## src/rtl/regfile_pkg.sv

```systemverilog
// regfile_pkg: shared constants and types for the register-file write arbiter.
//   DATA_W   - write data width
//   ADDR_W   - register address width
//   NUM_REGS - number of registers tracked by the pending scoreboard
//   IDX_W    - scoreboard index width (low address bits)
//   arb_sel_t - round-robin priority pointer (SEL_A / SEL_B)
package regfile_pkg;

  localparam int unsigned DATA_W   = 32;
  localparam int unsigned ADDR_W   = 5;
  localparam int unsigned NUM_REGS = 8;
  localparam int unsigned IDX_W    = 3;

  typedef enum logic {
    SEL_A = 1'b0,
    SEL_B = 1'b1
  } arb_sel_t;

endpackage

```

## src/rtl/rr_arbiter2.sv

```systemverilog
// rr_arbiter2: combinational two-way round-robin grant decision.
// Ports:
//   req[1:0] in  - request vector, bit 0 = A, bit 1 = B
//   ptr      in  - priority pointer, side that wins when both request
//   hold     in  - suppresses all grants
//   gnt[1:0] out - one-hot (or zero) grant vector
module rr_arbiter2
  import regfile_pkg::*;
(
  input  logic [1:0] req,
  input  logic       ptr,
  input  logic       hold,
  output logic [1:0] gnt
);

  always_comb begin
    gnt = '0;
    if (!hold) begin
      case (req)
        2'b01:   gnt = 2'b01;
        2'b10:   gnt = 2'b10;
        2'b11:   gnt = (arb_sel_t'(ptr) == SEL_A) ? 2'b01 : 2'b10;
        default: gnt = '0;
      endcase
    end
  end

endmodule

```

## src/rtl/regfile_write_arbiter.sv

```systemverilog
// regfile_write_arbiter: round-robin arbitration of two register-file write
// requesters (A = ALU, B = load) onto a single registered write port, with an
// optional pending-write scoreboard for hazard lookup.
// Ports:
//   CLK, RST_N                 - clock, synchronous active-low reset
//   VALID_x/ADDR_x/DATA_x      - write requests from A and B
//   READY_A, READY_B           - combinational grants (handshake = VALID & READY)
//   HOLD                       - pipeline freeze, blocks new grants
//   WE3, A3, WD3               - registered register-file write port (1-cycle latency)
//   RSV_VALID, RSV_ADDR        - reserve a destination register (scoreboard)
//   A1, A2                     - read addresses for hazard lookup
//   BUSY1, BUSY2               - pending write to A1 / A2
// Build option: define REGFILE_ARB_SCOREBOARD_EN to enable the pending
// scoreboard; otherwise BUSY1/BUSY2 are tied to 0 and RSV_* / A1 / A2 are ignored.
module regfile_write_arbiter
  import regfile_pkg::*;
(
  input  logic              CLK,
  input  logic              RST_N,
  input  logic              VALID_A,
  input  logic              VALID_B,
  input  logic [ADDR_W-1:0] ADDR_A,
  input  logic [ADDR_W-1:0] ADDR_B,
  input  logic [DATA_W-1:0] DATA_A,
  input  logic [DATA_W-1:0] DATA_B,
  output logic              READY_A,
  output logic              READY_B,
  input  logic              HOLD,
  output logic              WE3,
  output logic [ADDR_W-1:0] A3,
  output logic [DATA_W-1:0] WD3,
  input  logic              RSV_VALID,
  input  logic [ADDR_W-1:0] RSV_ADDR,
  input  logic [ADDR_W-1:0] A1,
  input  logic [ADDR_W-1:0] A2,
  output logic              BUSY1,
  output logic              BUSY2
);

  arb_sel_t   ptr_q;
  logic [1:0] gnt;

  // Reset is folded into hold so no grant is visible while RST_N is low.
  rr_arbiter2 u_arb (
    .req  ({VALID_B, VALID_A}),
    .ptr  (ptr_q),
    .hold (HOLD | ~RST_N),
    .gnt  (gnt)
  );

  assign READY_A = gnt[0];
  assign READY_B = gnt[1];

  always_ff @(posedge CLK) begin
    if (!RST_N) begin
      WE3   <= 1'b0;
      A3    <= '0;
      WD3   <= '0;
      ptr_q <= SEL_A;
    end else begin
      WE3 <= |gnt;
      if (gnt[0]) begin
        A3    <= ADDR_A;
        WD3   <= DATA_A;
        ptr_q <= SEL_B;
      end else if (gnt[1]) begin
        A3    <= ADDR_B;
        WD3   <= DATA_B;
        ptr_q <= SEL_A;
      end
    end
  end

`ifdef REGFILE_ARB_SCOREBOARD_EN
  logic [NUM_REGS-1:0] pending_q;
  logic [NUM_REGS-1:0] pending_d;

  // Clear is applied before set so a same-index reserve wins.
  always_comb begin
    pending_d = pending_q;
    if (WE3)       pending_d[A3[IDX_W-1:0]]       = 1'b0;
    if (RSV_VALID) pending_d[RSV_ADDR[IDX_W-1:0]] = 1'b1;
  end

  always_ff @(posedge CLK) begin
    if (!RST_N) pending_q <= '0;
    else        pending_q <= pending_d;
  end

  assign BUSY1 = pending_q[A1[IDX_W-1:0]];
  assign BUSY2 = pending_q[A2[IDX_W-1:0]];
`else
  logic unused_sb;
  assign unused_sb = ^{RSV_VALID, RSV_ADDR, A1, A2};
  assign BUSY1 = 1'b0;
  assign BUSY2 = 1'b0;
`endif

endmodule
```

## config.mk

```make
export PLATFORM = sky130hd
export DESIGN_NAME = regfile_write_arbiter
export DESIGN_NICKNAME = d
export VERILOG_FILES = /design/src/rtl/regfile_pkg.sv /design/src/rtl/rr_arbiter2.sv /design/src/rtl/regfile_write_arbiter.sv
export SDC_FILE = /design/constraint.sdc
export NUM_CORES = 1
export LEC_CHECK = 0
export ABC_AREA = 1
export CORE_MARGIN = 2
export CORE_UTILIZATION = 43
export CTS_BUF_LIST = sky130_fd_sc_hd__clkbuf_8
export CTS_CLUSTER_SIZE = 16
export DETAILED_ROUTE_END_ITERATION = 12
export PLACE_DENSITY = 0.86
export SYNTH_ARGS = -nofsm -noshare
export SYNTH_HDL_FRONTEND = slang
export SYNTH_SLANG_ARGS = --single-unit
```

## constraint.sdc

```tcl
create_clock -name CLK -period 3.25 [get_ports CLK]
set_input_delay 0.4875 -clock CLK [delete_from_list [all_inputs] [get_ports CLK]]
set_output_delay 0.4875 -clock CLK [all_outputs]
set_load 0.005 [all_outputs]
```

* Word level (Yosys, flattened, before mapping)
Index checks and enable logic that the tools add are counted.
** Operators by class
- Equal/unequal tests :: 3
- Multiplexer cells :: 9
- Bitwise gates (word level) :: 2
- Reduce and logical (&&, ||, !) cells :: 2
** Operators with widths (count)
- $mux W32 :: 2
- $mux W5 :: 2
- $pmux W2 S3 :: 1
- $eq A2 B2 Y1 const B :: 2
- $mux W2 :: 2
- $eq A2 B1 Y1 const B :: 1
- $mux W1 :: 2
- $reduce_bool A2 Y1 :: 1
- $reduce_or A2 Y1 :: 1
- $not A1 Y1 :: 1
- $or A1 B1 Y1 :: 1
** Word-level totals
- Register bits after elaboration :: 39
- Bits of input ports :: 95
- Output and inout bits :: 42

* Longest topological paths before layout
- Word-level depth :: 5
- Gate-level depth with buffers :: 10
- Depth with buffers taken out :: 8

* Hierarchy
A second synthesis with hierarchy kept.
** Unflattened totals
- Cells, all modules :: 300
- Area, all modules :: 1928.1 um2
** By module, submodules not included
- regfile_write_arbiter :: instances 1, cells each 291, area each 1894.3 um2
- rr_arbiter2 :: instances 1, cells each 9, area each 33.8 um2

* Worst setup path before layout
No wires, ideal clock.
- Path type :: input port to output port
- From :: in RST_N
- To :: out READY_A
- Arrival time :: 1063 ps
- Required time :: 2762 ps
- Slack :: 1699 ps
- Cell stages on the path :: 6
- Path buffers :: 2
- Path through :: inv_2 > nor2_4 > nand3_1 > buf_2 > buf_6 > inv_2
** On the way
- Longest elaborated chain between the ends :: 3
** Ends and longest elaborated chain
- start: declaration :: RTL line regfile_write_arbiter.sv:19 : input logic RST_N,
- $not A1 Y1 :: RTL line regfile_write_arbiter.sv:47 : .hold (HOLD | ~RST_N),
- $or A1 B1 Y1 :: RTL line regfile_write_arbiter.sv:47
- $mux W2 :: RTL line rr_arbiter2.sv:18 : if (!hold) begin
- end: declaration :: RTL line regfile_write_arbiter.sv:26 : output logic READY_A,
Every way passes these cells.

* Worst setup path in the final report
- From :: in VALID_A
- To :: out READY_B
** On the way
- Longest elaborated chain between the ends :: 3
- Elaborated cells on any way between the ends :: 5
** Ends and longest elaborated chain
- start: declaration :: RTL line regfile_write_arbiter.sv:20 : input logic VALID_A,
- $eq A2 B2 Y1 or $eq A2 B1 Y1 (tied branches) :: RTL line rr_arbiter2.sv:19 : case (req)
- $pmux W2 S3 * :: RTL line rr_arbiter2.sv:19
- $mux W2 * :: RTL line rr_arbiter2.sv:18
- end: declaration :: RTL line regfile_write_arbiter.sv:27 : output logic READY_B,
Mark *: on every way between the ends. The rest lies on a longest branch, timed or not.

==> results.tsv <==
metric	value	unit
H-tree depth	2	
Die ar.	0.00625	mm²
Crit path largest cell delay	0.52	ns
WL/cell	11.5	µm
Hold Crit Start	ptr_q	
final period utilization	73.3	%
Cell variety after synth	16	
hold path cells	2	
total gr overflow	0	
antenna-violating nets left	0	
first-pass GRT wire length	10700	µm
commonest non-fill, non-tap cells in the layout	151 x nand2_1, 118 x clkdlybuf4s50_1, 98 x inv_1	
top cells by area, synth	dfxtp_1 32%, nand2_1 23%, inv_1 15%, nand4_1 9.6%, nand3_1 8.1%	
Worst Hold End	ptr_q	
critical path type	in -> out	
post_cts resized	0	
CTS buffer count	5	
crit end category	output pin	
vias in the first global route	2452	
Pre-antenna DRT Iters	5	
Seq cells post-synth	39	
mapped cell area	0.00242	mm²
DR vias	2764	
Finished Layout Cells	592	
Fin. Hold Viols	0	
largest net degree at the start of global routing	39	
Period minus WS final	2.38	ns
drt drc	0	
clk root buf	clkbuf_8	
top cell type by total area after synthesis	dfxtp_1	
GPL Wtd Cong	0.779	
fill cell count	514	
Clock Skew	0.00917	ns
Yosys top cell area share	32.2	%
Post-CTS Setup Bufs	0	
internal reg-to-reg setup slack	1.91	ns
Critical Path RT	2.76	ns
I/O Pins	137	
yosys warns	0	
Initial Util	44.3	%
complex-gate fraction of the synthesized area	0.568	%
CTS tree	done	
Worst R2R Start	ptr_q	
Rel. slew slack	56.5	%
post-synthesis xor/xnor area fraction	0	%
Critical path origin	VALID_A	
max-slew violation count	0	
Worst R2R Path Depth	7	
Layout area overhead	50.7	%
Hold Buf Count CTS	0	
Placed Cells	584	
Max-Cap Viols	0	
Site Rows	27	
status	finished, final reports clean	
Post-DP Area	0.00357	mm²
CORE AREA	0.00547	mm²
Syn Inst Count	415	
CTS clock-pin slew for the worst setup and hold paths	0.07	ns
Design Area, Final	0.00365	mm²
mux contribution to synthesized area	0	%
overall global routing resource usage	21.6	%
TNS Setup	0	ns
n_diodes	0	
Setup WS pre-CTS	0.843	ns
Clock Latency Late Sink	0.29	ns
fmax	420	MHz
leading cell type in the layout, fill and taps excluded	nand2_1	
pwr dens	321	mW/mm²
CP dominant cell by count	clkdlybuf4s50_1	
CP max-delay cell	clkdlybuf4s50_1	
Synth Area in Simple Gates	41.5	%
share of layout cells above drive strength 1	5.38	%
final core occ	66.8	%
worst slew pin tran	0.651	ns
largest family of logic cells by synthesized area	simple AND/OR/NAND/NOR gates	
final setup violation count	0	
CTS max path bufs	2	
Pleak	2.05	nW
post-layout worst setup margin	0.868	ns
IO buf count	118	
Peak VDD IR	0.000159	V
DP HPWL	4740	µm
Startpoint Class	input pin	
CP Cell Sequence	clkdlybuf4s50_1 -> buf_4 -> a21oi_1 -> clkdlybuf4s50_1	
data arrival time of the critical path	1.89	ns
RSZ-0062 raised after global routing	false	
die width	79.1	µm
initial antenna violation count	0	
drt total wl	6780	µm
post-synthesis sequential area ratio	32.2	%
Post-Synth Adder-Cell Area	0	%
r2r endpoint	A3[4]	
path category of the worst min-delay check	reg -> reg	
final net count	614	
die height	79.1	µm
Max FO, Critical Path	25	
number of clock sinks	39	
DR iter-0 viols	92	
DR vias/cell	4.67	
post-synthesis area per instance	5.84	µm²
synth_stat cells, drive strengths merged:
master  count
a21oi       1
buf        27
nand2     151
dfxtp      39
nand3      39
conb        1
nand4      37
o21ai       1
clkbuf      3
nor2        1
clkinv      7
inv       108
worst max-delay path by stage:
stage,to,slack [ns]
floorplan,READY_A,1.70
global placement,WD3[22],0.86
detailed placement,WD3[22],0.84
CTS,READY_B,0.88
global route,READY_B,0.82
finish,READY_B,0.87
critical path, delay by kind of cell:
| kind | cells | cell delay (ns) |
|---|---|---|
| buffers and inverters | 3 | 1.23 |
| AO/OA/AOI/OAI | 1 | 0.17 |
kinds of logic after synthesis:
group	count (synthesis)
and+or+nand+nor	228
buffers and inverters	145
DFF	39
AOI/OAI and AO/OA	2
other	1
cell type report:
cell class | instances | area (µm²) | share of cell area [%]
repair buffers | 126 | 1240 | 34.0
inverters | 115 | 432 | 11.8
clock inverters | 3 | 15.0 | 0.411
multi-input cells | 232 | 1030 | 28.1
well taps | 72 | 90.1 | 2.47
flip-flops and latches | 39 | 781 | 21.4
clock buffers | 5 | 68.8 | 1.88
per-layer routing:
metal / share of wire, % / track usage (%)
met1: 40 / 22.3
met4: 1.4 / 7.07
met3: 6.5 / 5.80
met5: 0 / 0
met2: 52 / 41.7
metrics by stage:
step / total power [W] / hold WS, ns
2_1_floorplan: 0.000692 / 0.456
3_3_place_gp: 0.000861 / 0.470
3_5_place_dp: 0.000872 / 0.494
4_1_cts: 0.00119 / 0.504
5_1_grt: 0.00125 / 0.531
6_report: 0.00117 / 0.502
state kept, by name (all words and copies together) (netlist names):
signal and cells:
WD3 32, WE3 1, A3 5, ptr_q 1
where the power goes:
part           total [W]  switching (W)  internal, W
combinational   0.000335       0.000147     0.000189
sequential      0.000526      0.0000156     0.000510
clock           0.000311       0.000164     0.000147
Note: power is estimated with default switching activity, not from simulation.
